**config.mk**
```make
export PLATFORM = sky130hd
export DESIGN_NAME = sdram_port_arbiter
export DESIGN_NICKNAME = d
export VERILOG_FILES = /design/src/rtl/sdram_port_arbiter.sv
export SDC_FILE = /design/constraint.sdc
export NUM_CORES = 1
export LEC_CHECK = 0
export BUFFER_PORTS_ARGS = -buffer_cell sky130_fd_sc_hd__buf_2
export CAP_MARGIN = 40
export CORE_AREA = 2 2 121 123
export CTS_CLUSTER_DIAMETER = 100
export DETAILED_ROUTE_END_ITERATION = 6
export DIE_AREA = 0 0 123 125
export PLACE_DENSITY_LB_ADDON = 0.12
export SLEW_MARGIN = 0
export SYNTH_ARGS = -nofsm -noshare
export SYNTH_HDL_FRONTEND = slang
export SYNTH_SLANG_ARGS = --single-unit
```
**constraint.sdc**
```tcl
create_clock -name clk -period 4.5 [get_ports clk]
set_input_delay 0.225 -clock clk [delete_from_list [all_inputs] [get_ports clk]]
set_output_delay 0.225 -clock clk [all_outputs]
set_load 0.02 [all_outputs]
```
**src/rtl/sdram_port_arbiter.sv**
```systemverilog
// sdram_port_arbiter
// -----------------------------------------------------------------------------
// Shares the single SDRAM port between three line-sized requesters: I-cache
// line fill (read), D-cache line fill (read) and D-cache write-back (write).
// Only one transaction is in flight at a time. Transactions are issued in
// grant order, so a write-back granted first completes before any later read
// of the same line is issued.
//
// Ports
//   clk, rst_n                     clock, asynchronous active-low reset
//   i_rd_addr*/i_rd_data*          I-cache read request / returned data
//   d_rd_addr*/d_rd_data*          D-cache read request / returned data
//   d_wr_addr*/d_wr_data*          D-cache write-back address / data beats
//   m_rd_addr*/m_rd_data*          memory read address / returned data
//   m_wr_addr*/m_wr_data*          memory write address / data beats
// -----------------------------------------------------------------------------
module sdram_port_arbiter #(
  parameter int AW         = 26,
  parameter int DW         = 32,
  parameter int LINE_WORDS = 4
) (
  input  logic          clk,
  input  logic          rst_n,
  input  logic [AW-1:0] i_rd_addr,
  input  logic          i_rd_addr_valid,
  output logic          i_rd_addr_ready,
  output logic [DW-1:0] i_rd_data,
  output logic          i_rd_data_valid,
  input  logic [AW-1:0] d_rd_addr,
  input  logic          d_rd_addr_valid,
  output logic          d_rd_addr_ready,
  output logic [DW-1:0] d_rd_data,
  output logic          d_rd_data_valid,
  input  logic [AW-1:0] d_wr_addr,
  input  logic          d_wr_addr_valid,
  output logic          d_wr_addr_ready,
  input  logic [DW-1:0] d_wr_data,
  input  logic          d_wr_data_valid,
  output logic          d_wr_data_ready,
  output logic [AW-1:0] m_rd_addr,
  output logic          m_rd_addr_valid,
  input  logic          m_rd_addr_ready,
  input  logic [DW-1:0] m_rd_data,
  input  logic          m_rd_data_valid,
  output logic [AW-1:0] m_wr_addr,
  output logic          m_wr_addr_valid,
  input  logic          m_wr_addr_ready,
  output logic [DW-1:0] m_wr_data,
  output logic          m_wr_data_valid,
  input  logic          m_wr_data_ready
);

  localparam int CW = $clog2(LINE_WORDS);
  localparam logic [CW-1:0] LAST_BEAT = CW'(LINE_WORDS - 1);

  typedef enum logic [2:0] {
    ST_IDLE    = 3'd0,
    ST_RD_ADDR = 3'd1,
    ST_RD_DATA = 3'd2,
    ST_WR_ADDR = 3'd3,
    ST_WR_DATA = 3'd4
  } state_e;

  typedef enum logic [1:0] {
    GNT_NONE = 2'd0,
    GNT_I_RD = 2'd1,
    GNT_D_RD = 2'd2,
    GNT_D_WR = 2'd3
  } grant_e;

  state_e        state_q, state_d;
  logic [CW-1:0] cnt_q, cnt_d;
  logic          last_d_q, last_d_d;
  logic [AW-1:0] addr_q, addr_d;
  logic          own_dcache_q, own_dcache_d;  // 1: D-cache owns the current read

  grant_e        grant_s;
  logic          rd_beat_s;
  logic          wr_beat_s;

  // Grant decision, only evaluated while idle. The I-cache jumps the queue
  // when the previous grant went to the D-cache so it cannot be starved.
  always_comb begin
    grant_s = GNT_NONE;
    if (state_q == ST_IDLE) begin
      if (i_rd_addr_valid && last_d_q) begin
        grant_s = GNT_I_RD;
      end else if (d_wr_addr_valid) begin
        grant_s = GNT_D_WR;
      end else if (d_rd_addr_valid) begin
        grant_s = GNT_D_RD;
      end else if (i_rd_addr_valid) begin
        grant_s = GNT_I_RD;
      end else begin
        grant_s = GNT_NONE;
      end
    end else begin
      grant_s = GNT_NONE;
    end
  end

  // Data beats that advance the line counter.
  always_comb begin
    rd_beat_s = (state_q == ST_RD_DATA) && m_rd_data_valid;
    wr_beat_s = (state_q == ST_WR_DATA) && d_wr_data_valid && m_wr_data_ready;
  end

  // Next-state logic for the transaction sequencer.
  always_comb begin
    state_d      = state_q;
    cnt_d        = cnt_q;
    last_d_d     = last_d_q;
    addr_d       = addr_q;
    own_dcache_d = own_dcache_q;
    case (state_q)
      ST_IDLE: begin
        case (grant_s)
          GNT_I_RD: begin
            state_d      = ST_RD_ADDR;
            addr_d       = i_rd_addr;
            own_dcache_d = 1'b0;
            last_d_d     = 1'b0;
          end
          GNT_D_RD: begin
            state_d      = ST_RD_ADDR;
            addr_d       = d_rd_addr;
            own_dcache_d = 1'b1;
            last_d_d     = 1'b1;
          end
          GNT_D_WR: begin
            state_d  = ST_WR_ADDR;
            addr_d   = d_wr_addr;
            last_d_d = 1'b1;
          end
          default: begin
            state_d = ST_IDLE;
          end
        endcase
      end
      ST_RD_ADDR: begin
        if (m_rd_addr_ready) begin
          state_d = ST_RD_DATA;
        end else begin
          state_d = ST_RD_ADDR;
        end
      end
      ST_RD_DATA: begin
        if (rd_beat_s) begin
          // Counter width matches the line, so the last beat wraps it to 0.
          cnt_d = cnt_q + CW'(1);
          if (cnt_q == LAST_BEAT) begin
            state_d = ST_IDLE;
          end else begin
            state_d = ST_RD_DATA;
          end
        end else begin
          cnt_d = cnt_q;
        end
      end
      ST_WR_ADDR: begin
        if (m_wr_addr_ready) begin
          state_d = ST_WR_DATA;
        end else begin
          state_d = ST_WR_ADDR;
        end
      end
      ST_WR_DATA: begin
        if (wr_beat_s) begin
          cnt_d = cnt_q + CW'(1);
          if (cnt_q == LAST_BEAT) begin
            state_d = ST_IDLE;
          end else begin
            state_d = ST_WR_DATA;
          end
        end else begin
          cnt_d = cnt_q;
        end
      end
      default: begin
        state_d = ST_IDLE;
        cnt_d   = {CW{1'b0}};
      end
    endcase
  end

  // Sequencer state, beat counter, fairness bit and captured address.
  always_ff @(posedge clk or negedge rst_n) begin
    if (!rst_n) begin
      state_q      <= ST_IDLE;
      cnt_q        <= {CW{1'b0}};
      last_d_q     <= 1'b0;
      addr_q       <= {AW{1'b0}};
      own_dcache_q <= 1'b0;
    end else begin
      state_q      <= state_d;
      cnt_q        <= cnt_d;
      last_d_q     <= last_d_d;
      addr_q       <= addr_d;
      own_dcache_q <= own_dcache_d;
    end
  end

  // Output steering: every handshake is qualified by the owning state so a
  // requester without the grant never sees ready or valid.
  always_comb begin
    i_rd_addr_ready = (grant_s == GNT_I_RD);
    d_rd_addr_ready = (grant_s == GNT_D_RD);
    d_wr_addr_ready = (grant_s == GNT_D_WR);

    m_rd_addr       = addr_q;
    m_rd_addr_valid = (state_q == ST_RD_ADDR);
    m_wr_addr       = addr_q;
    m_wr_addr_valid = (state_q == ST_WR_ADDR);

    // Read data goes to both requesters; only the valid is steered.
    if (state_q == ST_RD_DATA) begin
      i_rd_data = m_rd_data;
      d_rd_data = m_rd_data;
    end else begin
      i_rd_data = {DW{1'b0}};
      d_rd_data = {DW{1'b0}};
    end
    i_rd_data_valid = rd_beat_s && !own_dcache_q;
    d_rd_data_valid = rd_beat_s && own_dcache_q;

    if (state_q == ST_WR_DATA) begin
      m_wr_data       = d_wr_data;
      m_wr_data_valid = d_wr_data_valid;
      d_wr_data_ready = m_wr_data_ready;
    end else begin
      m_wr_data       = {DW{1'b0}};
      m_wr_data_valid = 1'b0;
      d_wr_data_ready = 1'b0;
    end
  end

endmodule
```
* Word-level counts from Yosys, hierarchy flattened
Cells that the tools add are included.
** Storage, ports and cells
- Register bits :: 33
- Input bits :: 152
- Output and inout bits :: 157
- Logic and storage cells :: 59
** Operators by class
- Add/sub/neg operators :: 1
- Eq/ne operators :: 10
- Muxes and demuxes :: 23
- Bitwise logic cells :: 1
- Reduce and logical (&&, ||, !) cells :: 19
** Operators with widths (count)
- $pmux W26 S3 :: 1
- $mux W32 :: 2
- $mux W2 :: 8
- $pmux W3 S5 :: 1
- $mux W3 :: 4
- $reduce_and A2 Y1 :: 4
- $eq A2 B2 Y1 const B :: 3
- $eq A3 B2 Y1 const B :: 2
- $logic_and A1 B1 Y1 :: 6
- $pmux W2 S3 :: 1
- $ne A2 B2 Y1 const B :: 2
- $pmux W1 S2 :: 2
- $pmux W2 S2 :: 1
- $reduce_bool A2 Y1 :: 2
- $reduce_or A2 Y1 :: 2
- $eq A3 B1 Y1 const B :: 1
- $eq A3 B3 Y1 const B :: 1
- $logic_not A3 Y1 :: 1
- $mux W1 :: 3
- $reduce_and A3 Y1 :: 1
- $reduce_bool A3 Y1 :: 1
- $reduce_or A3 Y1 :: 1
- $add A2 B1 Y2 const B :: 1
- $eq A2 B1 Y1 const B :: 1
- other kinds (2) :: 2

* Logic depth before layout (Yosys ltp)
Gate-level depths: netlist of the first run.
- Word-level depth :: 9
- Mapped depth :: 7
- Gate-level depth less buffers :: 5

* Worst setup path before layout of the first run
Ideal clock, no wire load.
- Kind :: register -> output
- From :: register state_q[2]
- To :: output i_rd_data[22]
- Arrival :: 1.535 ns
- Data required time :: 4.275 ns
- Path slack :: 2.740 ns
- Stages on the path, launching flop included :: 7
- Path buffers :: 3
- Path through :: dfrtp_1 -> buf_6 -> nor2b_1 -> nor2b_2 -> clkbuf_1 -> and2_1 -> buf_4
** Between the ends
- Longest elaborated chain between the ends :: 2
** Ends and longest elaborated chain
- start, declared :: RTL line 71 : state_e state_q, state_d;
- start signal, assigned :: RTL line 195 : state_q <= state_d;
- $eq A3 B2 Y1 :: RTL line 216 : if (state_q == ST_RD_DATA) begin
- $mux W32
- end, declared :: RTL line 27 : output logic [DW-1:0] i_rd_data,
No other way between the ends.

* Worst setup path in the final report of the first run
- From :: register state_q[1]
- To :: output d_rd_data[13]
** Between the ends
- Longest elaborated chain between the ends :: 2
** Ends and longest elaborated chain
- $eq A3 B2 Y1 :: RTL line 216
- $mux W32 :: RTL line 216
- end, declared :: RTL line 32 : output logic [DW-1:0] d_rd_data,
No other way between the ends.

==> impl_results.md, run 1 <==
* Status: completed
* CP Capture Type: output port
* Avg Cell Area, Syn at 8.09 sq um
* Most frequent cells in the layout: 308 x buf_2, 67 x and2_1, 56 x nand2_1, 33 x dfrtp_1
* Cell row count at 44
* Drt drc at 0
* P_leak at 2.34 nW
* Headroom to the max-slew limit at 0.535
* FF+latch count, synth at 33
* WL/cell at 13.8 um
* All-layer global routing usage at 0.128
* Post-layout util at 0.288
* Count of nets after finishing at 726
* Crit share post-route at 0.514
* Setup-failing EPs final at 0
* First-pass GRT wire length at 15.4 mm
* Min Tclk post-route at 2.31 ns
* Pin count of the biggest net entering global routing at 36
* Buffers on Ports at 308
* Hpwl dp at 8.33 mm
* RSZ-0062 raised after global routing: false
* Synth Net Count at 484
* H-tree levels at 2
* Clock root cell: clkbuf_16
* Final worst slack at 2.19 ns
* Drt pass-1 iters at 4
* Footprint of the multi-input gates at 0.00126 sq mm
* Cell Area, Synth at 0.00268 sq mm
* Ys Warns at 0
* # resized after CTS at 0
* Yosys cell types at 37
* Worst IR Drop VDD at 0.219 mV
* MaxCap Viol Count at 0
* Die width at 123 um
* Power Dens Cells at 678 mW/mm^2
* Slew @ Worst Pin at 0.697 ns
* Hold_buf cts at 1
* Grt total ovfl at 0
* Most common cell after layout, fill and taps aside: buf_2
* N_diodes at 0
* RePlAce Congestion at 0.785
* Via count at 3146
* Fill count at 1574
* Post-route ant nets at 0
* Initial DRC Count at 97
* Die Span Y at 125 um
* Register area at 826 sq um
* Min-Delay Path Class: in2reg
* CP Class: reg2out
* Initial Utilization at 0.189
* Clock Sinks at 33
* Vias in the first global route at 2927
* CTS tree: yes
* # IOs at 309
* CTS clk-pin slew, worst paths at 0.05 ns
* Core area at 0.0142 sq mm
* Critical path fanouts, max at 24
* Area Overhead vs Synth at 52.9%
* Clock buffer count from CTS at 5
* Vias per Instance at 4.15
* Post-synth EDFFs at 0
* Setup WS pre-CTS at 2.29 ns
* Max Fclk at 0.432 GHz
* WP data required at 4.28 ns
* Finished Cell Area at 0.00409 sq mm
* Initial antenna violation count at 0
* Post-synth ARST share at 1.00
* Post-synthesis sequential area ratio at 0.308
* Startpoint Class: flop
* Area post-placement at 0.00395 sq mm
* Synth Flop Type: dfrtp_1
* Cells after Synth at 331
* Latest clock arrival within the worst-skew pair at 0.27 ns
* Critical Path AT at 2.09 ns
* Setup bufs post-CTS at 0
* Fraction of layout cells with a size suffix above 1 at 0.575
* Final Max Slew Viols at 0
* Setup tns final at 0 ns
* Max clock buf depth at 2
* Design Power at 2.78 mW
* DIE AREA at 0.0154 sq mm
* Fin. Hold Viols at 0
* Clock Skew at 0.00314 ns
* Overall routed net length at 10.4 mm
[layout make-up]
class                      instances  area share
multi-input combinational        215       0.308
timing repair buffer             316       0.399
inverter                           2     0.00183
clock inverter                     2     0.00244
sequential                        33       0.202
tap                              184      0.0562
clock buffer                       6      0.0315
[per-stage QoR]
step                      instances  hold slack, ns
after floorplan                 331         -0.0706
after global placement          746           0.377
after detailed placement        749          0.0257
after CTS                       758           0.192
after global routing            758           0.206
final                           758           0.205
[report_power, final]
| part | switching, mW | total [mW] | leakage (nW) | internal (mW) |
|---|---|---|---|---|
| Clock | 0.120 | 0.323 | 0.0706 | 0.203 |
| Combinational | 1.19 | 1.85 | 1.89 | 0.664 |
| Sequential | 0.153 | 0.604 | 0.375 | 0.451 |
[final timing paths]
kind,cells after the start,slack (ns),end,start
setup / recovery,5,2.19,d_rd_data[13],state_q[1]
hold / removal,3,0.20,m_rd_addr[6],d_wr_addr[6]
setup reg to reg,5,2.32,m_rd_addr[9],state_q[0]
hold reg to reg,1,0.52,cnt_q[1],cnt_q[1]
max in group asynchronous,3,3.85,m_rd_addr[10],rst_n
min in group asynchronous,2,0.28,m_rd_addr[21],rst_n
[registers in the layout (all words and copies together), names as in the netlist]
name	count
last_d_q	1
state_q	3
own_dcache_q	1
m_rd_addr	26
cnt_q	2
[synth_stat cells (all sizes together) (2+ instances only)]
cell / number / area share
a21oi: 6 / 0.013
a22o: 2 / 0.0065
a31oi: 27 / 0.063
and2: 67 / 0.16
and3: 2 / 0.0047
buf: 72 / 0.21
clkbuf: 9 / 0.013
dfrtp: 33 / 0.31
inv: 2 / 0.0028
nand2: 56 / 0.079
nand3: 2 / 0.0056
nor2: 5 / 0.0070
nor2b: 4 / 0.010
nor3b: 2 / 0.0075
o21ai: 2 / 0.0051
o22ai: 27 / 0.063
[logic make-up after synthesis]
family,share of synthesized area
AND/OR/NAND/NOR,0.293
buffers and inverters,0.221
AO/OA/AOI/OAI,0.169
flip-flops,0.308
multiplexers,0.00421
adder cells (fa/ha/maj),0.00467
[worst max-delay path: stages, from the launching register on]
cell and delay, ns:
dfrtp_1 0.60, nor2b_1 0.25, nor2b_2 0.37, buf_8 0.21
and2_1 0.19, buf_2 0.18
[routing by layer]
layer	vias to the layer above	share of wire	wire (um)	global-route usage
li1	1546	-	-	-
met1	1417	0.39	4080	0.147
met2	177	0.51	5330	0.236
met3	6	0.089	930	0.0301
met4	0	0.0099	103	0.0307
met5	-	0	0	0
Power figures use the tool's default switching activity.
==> run 2, diff against run 1 <==
- ABC_AREA: not set -> 1
- CORE_AREA: 2 2 121 123 -> 2 2 119 121
- DIE_AREA: 0 0 123 125 -> 0 0 121 123
- clock period: 4.5 -> 2 ns (I/O delays scaled with it)
==> run 2 against run 1 <==
  * Power grew 140%
  * Via count rose by 20%
  * Largest cell class unchanged
  * Critical endpoint is now d_wr_addr_ready
  * Combinational power rose to 2.5 times the previous value
  * Largest power group unchanged
==> impl_results.md, run 2 <==
* Most frequent cells in the layout: 308 x buf_2, 151 x nor2_1, 106 x nand2_1, 79 x inv_1, 56 x nand3_1
* Reg-to-reg critical path endpoint: m_rd_addr[23]
* N_diodes at 0 (unchanged)
* Met3 usage at 0.0300 (-0.000128)
* CP Class: reg2out
* Yosys cell types at 22 (-41%)
* Top area cells in the synthesized netlist: dfrtp_1 27%, nor2_1 18%, buf_4 15%, nand2_1 13%, inv_1 9.7%
* Min-Delay Path Class: in2reg
* Core area at 0.0136 sq mm (-4.2%)
* Area Overhead vs Synth at 47.1%
* CP Capture Type: output port
* Setup-failing EPs final at 0 (unchanged)
* Synth Flop Type: dfrtp_1
* H-tree levels at 2 (unchanged)
* Most frequent cells after synthesis: 151 x nor2_1, 106 x nand2_1, 79 x inv_1, 61 x buf_4, 56 x nand3_1
* Most common cell after layout, fill and taps aside: buf_2
* All-layer global routing usage at 0.143 (+0.0148)
* Slew @ Worst Pin at 0.361 ns (-0.336 ns)
* First-pass GRT wire length at 16.9 mm (+9.6%)
* Count of nets after finishing at 921 (+27%)
* Cell depth of the worst hold path at 2 (-1)
* Critical path fanouts, max at 53 (+120%)
* RePlAce Congestion at 0.813 (+3.6%)
* Die width at 121 um (-1.6%)
* Fraction of layout cells with a size suffix above 1 at 0.430 (-0.145)
* WL/cell at 11.8 um (-14%)
* RSZ-0062 raised after global routing: false
* Crit Reg-Reg Startpoint: state_q[1]
* Cell Area, Synth at 0.00307 sq mm (+15%)
* Drt drc at 0 (unchanged)
* Min Tclk post-route at 1.81 ns
* Headroom to the max-slew limit at 0.757 (+0.221)
* Post-route ant nets at 0 (unchanged)
* Avg Cell Area, Syn at 5.86 sq um (-28%)
* Max clock buf depth at 2 (unchanged)
* Post-synth EDFFs at 0 (unchanged)
* Drt pass-1 iters at 6 (+2)
* Clock root cell: clkbuf_16
* Overall routed net length at 11.2 mm (+7.4%)
* Design Power at 6.75 mW (+140%)
* Post-synth ARST share at 1.00 (unchanged)
* Post-synthesis sequential area ratio at 0.269 (-0.0396)
* Via count at 3773 (+20%)
* Final Max Slew Viols at 0 (unchanged)
* Worst IR Drop VDD at 0.488 mV (+120%)
* Hpwl dp at 9.17 mm (+10%)
* # IOs at 309 (unchanged)
* WP data required at 1.90 ns (-2.38 ns)
* Status: completed
* WHS Endpoint: state_q[0]
* Grt met1 use at 0.181 (+0.0346)
* Cell with the most instances after synthesis: nor2_1
* Synth Net Count at 677 (+40%)
* Critical Path AT at 1.71 ns (-0.38 ns)
* Min-delay src: m_rd_addr_ready
* Met2 Use GR at 0.252 (+0.0155)
* Startpoint Class: flop
* Fill count at 1523 (-3.2%)
* R2R Setup Slk at 0.36 ns (-1.96 ns)
* Clock buffer count from CTS at 5 (unchanged)
* Die Span Y at 123 um (-1.6%)
* Pin count of the biggest net entering global routing at 54 (+50%)
* Buffers on Ports at 308 (unchanged)
* Fin. Hold Viols at 0 (unchanged)
* Initial Utilization at 0.226 (+0.0372)
* GRT busiest layer: met2
* Register area at 826 sq um (unchanged)
* Cell row count at 43 (-2.3%)
* Initial antenna violation count at 0 (unchanged)
* Initial DRC Count at 121 (+25%)
* Clock Skew at 0.00314 ns (-0.00000669 ns)
* Grt total ovfl at 0 (unchanged)
* Vias per Instance at 3.98 (-4.1%)
* Max reg flops at 26 (unchanged)
* Synth top area share at 0.269 (-0.0396)
* MaxCap Viol Count at 0 (unchanged)
* Clock Sinks at 33 (unchanged)
* Crit share post-route at 0.905
* Ys Warns at 0 (unchanged)
* Cells after Synth at 524 (+58%)
* Power Dens Cells at 1500 mW/mm^2 (+120%)
* Latest clock arrival within the worst-skew pair at 0.27 ns (about the same)
* Vias in the first global route at 3472 (+19%)
* CTS tree: yes
* R2R depth at 9 (+4)
* CTS clk-pin slew, worst paths at 0.05 ns (about the same)
* Max Fclk at 0.552 GHz
* FF+latch count, synth at 33 (unchanged)
* Footprint of the multi-input gates at 0.00136 sq mm (+7.9%)
* P_leak at 3.06 nW (+31%)
* Synth area leader: dfrtp_1
* DIE AREA at 0.0149 sq mm (-3.2%)
* Setup tns final at 0 ns (unchanged)
run 2: cell types whose count changed after synthesis, moves of 3 or more:
cell     previous run  this run
inv_1               2        79
a31oi_1            27         0
buf_4              58        61
and2_1             67         0
nor2b_1             3         0
a21oi_1             5         0
nor2_1              5       151
nand3_1             1        56
nand2_1            56       106
o22ai_1            27         0
run 2: layout make-up:
cell class,count,share of cell area
repair buffers,319,0.368
multi-input cells,329,0.301
flip-flops and latches,33,0.183
inverters,80,0.0665
well taps,180,0.0498
clock buffers,7,0.0316
run 2: worst max-delay path by stage:
stage                     cells after the start         endpoint       start
final                                         7  d_wr_addr_ready  state_q[1]
after global routing                          7  d_wr_addr_ready  state_q[1]
after CTS                                     7  d_wr_addr_ready  state_q[1]
after detailed placement                      9    m_rd_addr[23]  state_q[1]
after global placement                        9    m_rd_addr[24]  state_q[1]
after floorplan                               5    i_rd_data[10]  state_q[0]
run 2: where the power goes:
part	leakage [nW]	switching (mW)	internal, mW
Combinational	2.61	3.18	1.53
Clock	0.0700	0.268	0.488
Sequential	0.377	0.267	1.03
Total	3.06	3.71	3.04
run 2: repair_timing:
action                    4_1_cts  5_1_grt
hold endpoints to repair       33        0
gates resized for setup         0        0
hold buffers                    1        0
setup buffers                   0        0
run 2: critical path, cell delays in order (launching register included):
cell and delay, ns:
dfrtp_1 0.44, nor2_4 0.18, nand2_2 0.09, nor2_4 0.13, buf_12 0.23, nand2_1 0.12
inv_1 0.07, buf_2 0.17
run 2: stage by stage:
step            util  std cells  hold slack (ns)  setup slack, ns  cell area [sq um]
6_report       0.332        948            0.106            0.189               4520
5_1_grt        0.332        948            0.105           0.0284               4520
4_1_cts        0.332        948            0.105            0.150               4520
3_5_place_dp   0.321        940           0.0793            0.356               4370
3_3_place_gp   0.319        939            0.244            0.414               4350
2_1_floorplan      -        524           -0.196            0.453               3070
run 2: cells by family (layout without fill, tap and decap cells):
| group | Yosys count | in the layout | synth area share |
|---|---|---|---|
| AND/OR/NAND/NOR | 322 | 322 | 0.427 |
| AO/OA/AOI/OAI | 6 | 6 | 0.0118 |
| adder cells (fa/ha/maj) | 1 | 1 | 0.00407 |
| flip-flops | 33 | 33 | 0.269 |
| buffers and inverters | 162 | 406 | 0.288 |
run 2: layer usage:
metal,vias up,wire [um],part of all wire
met5,-,0,0
met3,8,715,0.064
li1,1973,-,-
met4,0,104,0.0093
met1,1654,4720,0.42
met2,138,5670,0.51
==> run 3, diff against run 2 <==
- BUFFER_PORTS_ARGS: -buffer_cell sky130_fd_sc_hd__buf_2 -> not set
- CORE_AREA: 2 2 119 121 -> 2 2 121 123
- DIE_AREA: 0 0 121 123 -> 0 0 123 125
- DONT_BUFFER_PORTS: not set -> 1
==> run 3 against run 2 <==
  * Sequential power rose by 57%
  * Flip-flop and latch count unchanged
  * Register-to-register slack better by 0.10 ns
  * Worst setup slack gained 0.038 ns
  * Die area is 3.3% higher
  * First-iteration DRC count increased by 9.9%
==> impl_results.md, run 3 (synthesized netlist as in run 2, its figures left out) <==
* Initial Utilization at 0.216 (-0.00940)
* Design Power at 6.20 mW (-8.3%)
* First-pass GRT wire length at 15.9 mm (-6.0%)
* Vias in the first global route at 3066 (-12%)
* WL/cell at 14.5 um (+23%)
* RePlAce Congestion at 0.768 (-5.6%)
* Initial DRC Count at 133 (+9.9%)
* Cell row count at 44 (+2.3%)
* Most common cell after layout, fill and taps aside: nor2_1
* CTS tree: yes
* Latest clock arrival within the worst-skew pair at 0.28 ns (about the same)
* Overall routed net length at 10.4 mm (-7.0%)
* Final Max Slew Viols at 0 (unchanged)
* Slew @ Worst Pin at 0.455 ns (+0.0937 ns)
* Setup tns final at 0 ns (unchanged)
* Min Tclk post-route at 1.77 ns (-0.0381 ns)
* N_diodes at 0 (unchanged)
* Power Dens Cells at 1750 mW/mm^2 (+17%)
* Max clock buf depth at 2 (unchanged)
* Status: completed
* Max reg flops at 26 (unchanged)
* Crit share post-route at 0.886 (-0.0190)
* Cell depth of the worst hold path at 4 (+2)
* Fin cells at 717 (-24%)
* WP data required at 1.90 ns (about the same)
* Grt total ovfl at 0 (unchanged)
* Die width at 123 um (+1.7%)
* DIE AREA at 0.0154 sq mm (+3.3%)
* Buffers on Ports at 0 (-100%)
* Crit Reg-Reg Startpoint: state_q[1]
* Drt pass-1 iters at 5 (-1)
* Worst IR Drop VDD at 0.443 mV (-9.1%)
* Hpwl dp at 8.24 mm (-10%)
* Hold_ws at 0.0491 ns (-0.0569 ns)
* H-tree levels at 2 (unchanged)
* CP Capture Type: output port
* Critical Path AT at 1.67 ns (-0.04 ns)
* Most frequent cells in the layout: 151 x nor2_1, 106 x nand2_1, 79 x buf_4, 78 x inv_1, 56 x nand3_1
* CP Class: reg2out
* Fin. Hold Viols at 0 (unchanged)
* Setup-failing EPs final at 0 (unchanged)
* # IOs at 309 (unchanged)
* Clock buffer count from CTS at 5 (unchanged)
* All-layer global routing usage at 0.133 (-0.00977)
* Die Span Y at 125 um (+1.6%)
* CTS clk-pin slew, worst paths at 0.05 ns (about the same)
* Clock Sinks at 33 (unchanged)
* Drt drc at 0 (unchanged)
* MaxCap Viol Count at 0 (unchanged)
* WHS Endpoint: state_q[2]
* Via count at 3027 (-20%)
* Reg-to-reg critical path endpoint: m_rd_addr[7]
* Clock root cell: clkbuf_16
* Startpoint Class: flop
* RSZ-0062 raised after global routing: false
* Min-delay src: m_wr_addr_ready
* Core area at 0.0142 sq mm (+4.3%)
* Cells after DPL at 707 (-25%)
* Area Overhead vs Synth at 15.0%
* Pin count of the biggest net entering global routing at 54 (unchanged)
* Min-Delay Path Class: in2reg
* Count of nets after finishing at 686 (-26%)
* Initial antenna violation count at 0 (unchanged)
* Post-route ant nets at 0 (unchanged)
* Fraction of layout cells with a size suffix above 1 at 0.178 (-0.251)
* Critical path fanouts, max at 13 (-75%)
* P_leak at 2.10 nW (-31%)
* R2R depth at 9 (unchanged)
* Headroom to the max-slew limit at 0.697 (-0.0599)
* Max Fclk at 0.564 GHz (+2.1%)
* Vias per Instance at 4.22 (+6.1%)
* Clock Skew at 0.00380 ns (+0.000663 ns)
* R2R Setup Slk at 0.46 ns (+0.10 ns)
-- run 3: final cells by class --
type                    count  area, sq um
multi-input cells         329         1360
well taps                 184          230
flip-flops and latches     33          826
clock buffers               7          143
fillers                  1624        10700
repair buffers             84          673
inverters                  80          300
-- run 3: worst max-delay path by stage --
stage,start,endpoint,slack (ns)
final,state_q[1],i_rd_addr_ready,0.23
after global routing,state_q[1],i_rd_addr_ready,0.03
after CTS,state_q[1],i_rd_addr_ready,0.15
after detailed placement,state_q[1],m_rd_addr[8],0.45
after global placement,state_q[1],m_rd_addr[8],0.47
after floorplan,state_q[0],i_rd_data[10],0.45
-- run 3: worst max-delay path, cell delays in order, from the launching register on --
cell and delay [ns]:
dfrtp_1 0.43, nor2_4 0.18, nand2_2 0.09, inv_1 0.06, nand2_1 0.09, nand2_2 0.11
buf_4 0.20, nand2_1 0.10, inv_2 0.12
-- run 3: per-stage QoR --
stage	worst slack, ns	utilization	cell area [sq um]
after floorplan	0.453	-	3070
after CTS	0.145	0.249	3530
after global routing	0.0331	0.249	3530
final	0.227	0.249	3530
after detailed placement	0.454	0.236	3350
after global placement	0.471	0.236	3350
-- run 3: routing by layer --
metal,global-route usage,share of wire,vias to the layer above
li1,-,-,1501
met1,0.150,0.39,1355
met2,0.234,0.49,157
met3,0.0447,0.10,14
met4,0.0421,0.022,0
met5,0,0,-
-- run 3: what timing repair did --
item	in CTS	in global routing
setup buffers	0	0
gates resized for setup	0	1
setup endpoints to repair	0	1
endpoints found under the hold margin	34	0
hold buffers	3	0
-- run 3: report_power, final --
part	switching (mW)	internal [mW]
clock	0.287	0.489
sequential	1.02	1.01
combinational	2.27	1.12
total	3.58	2.62
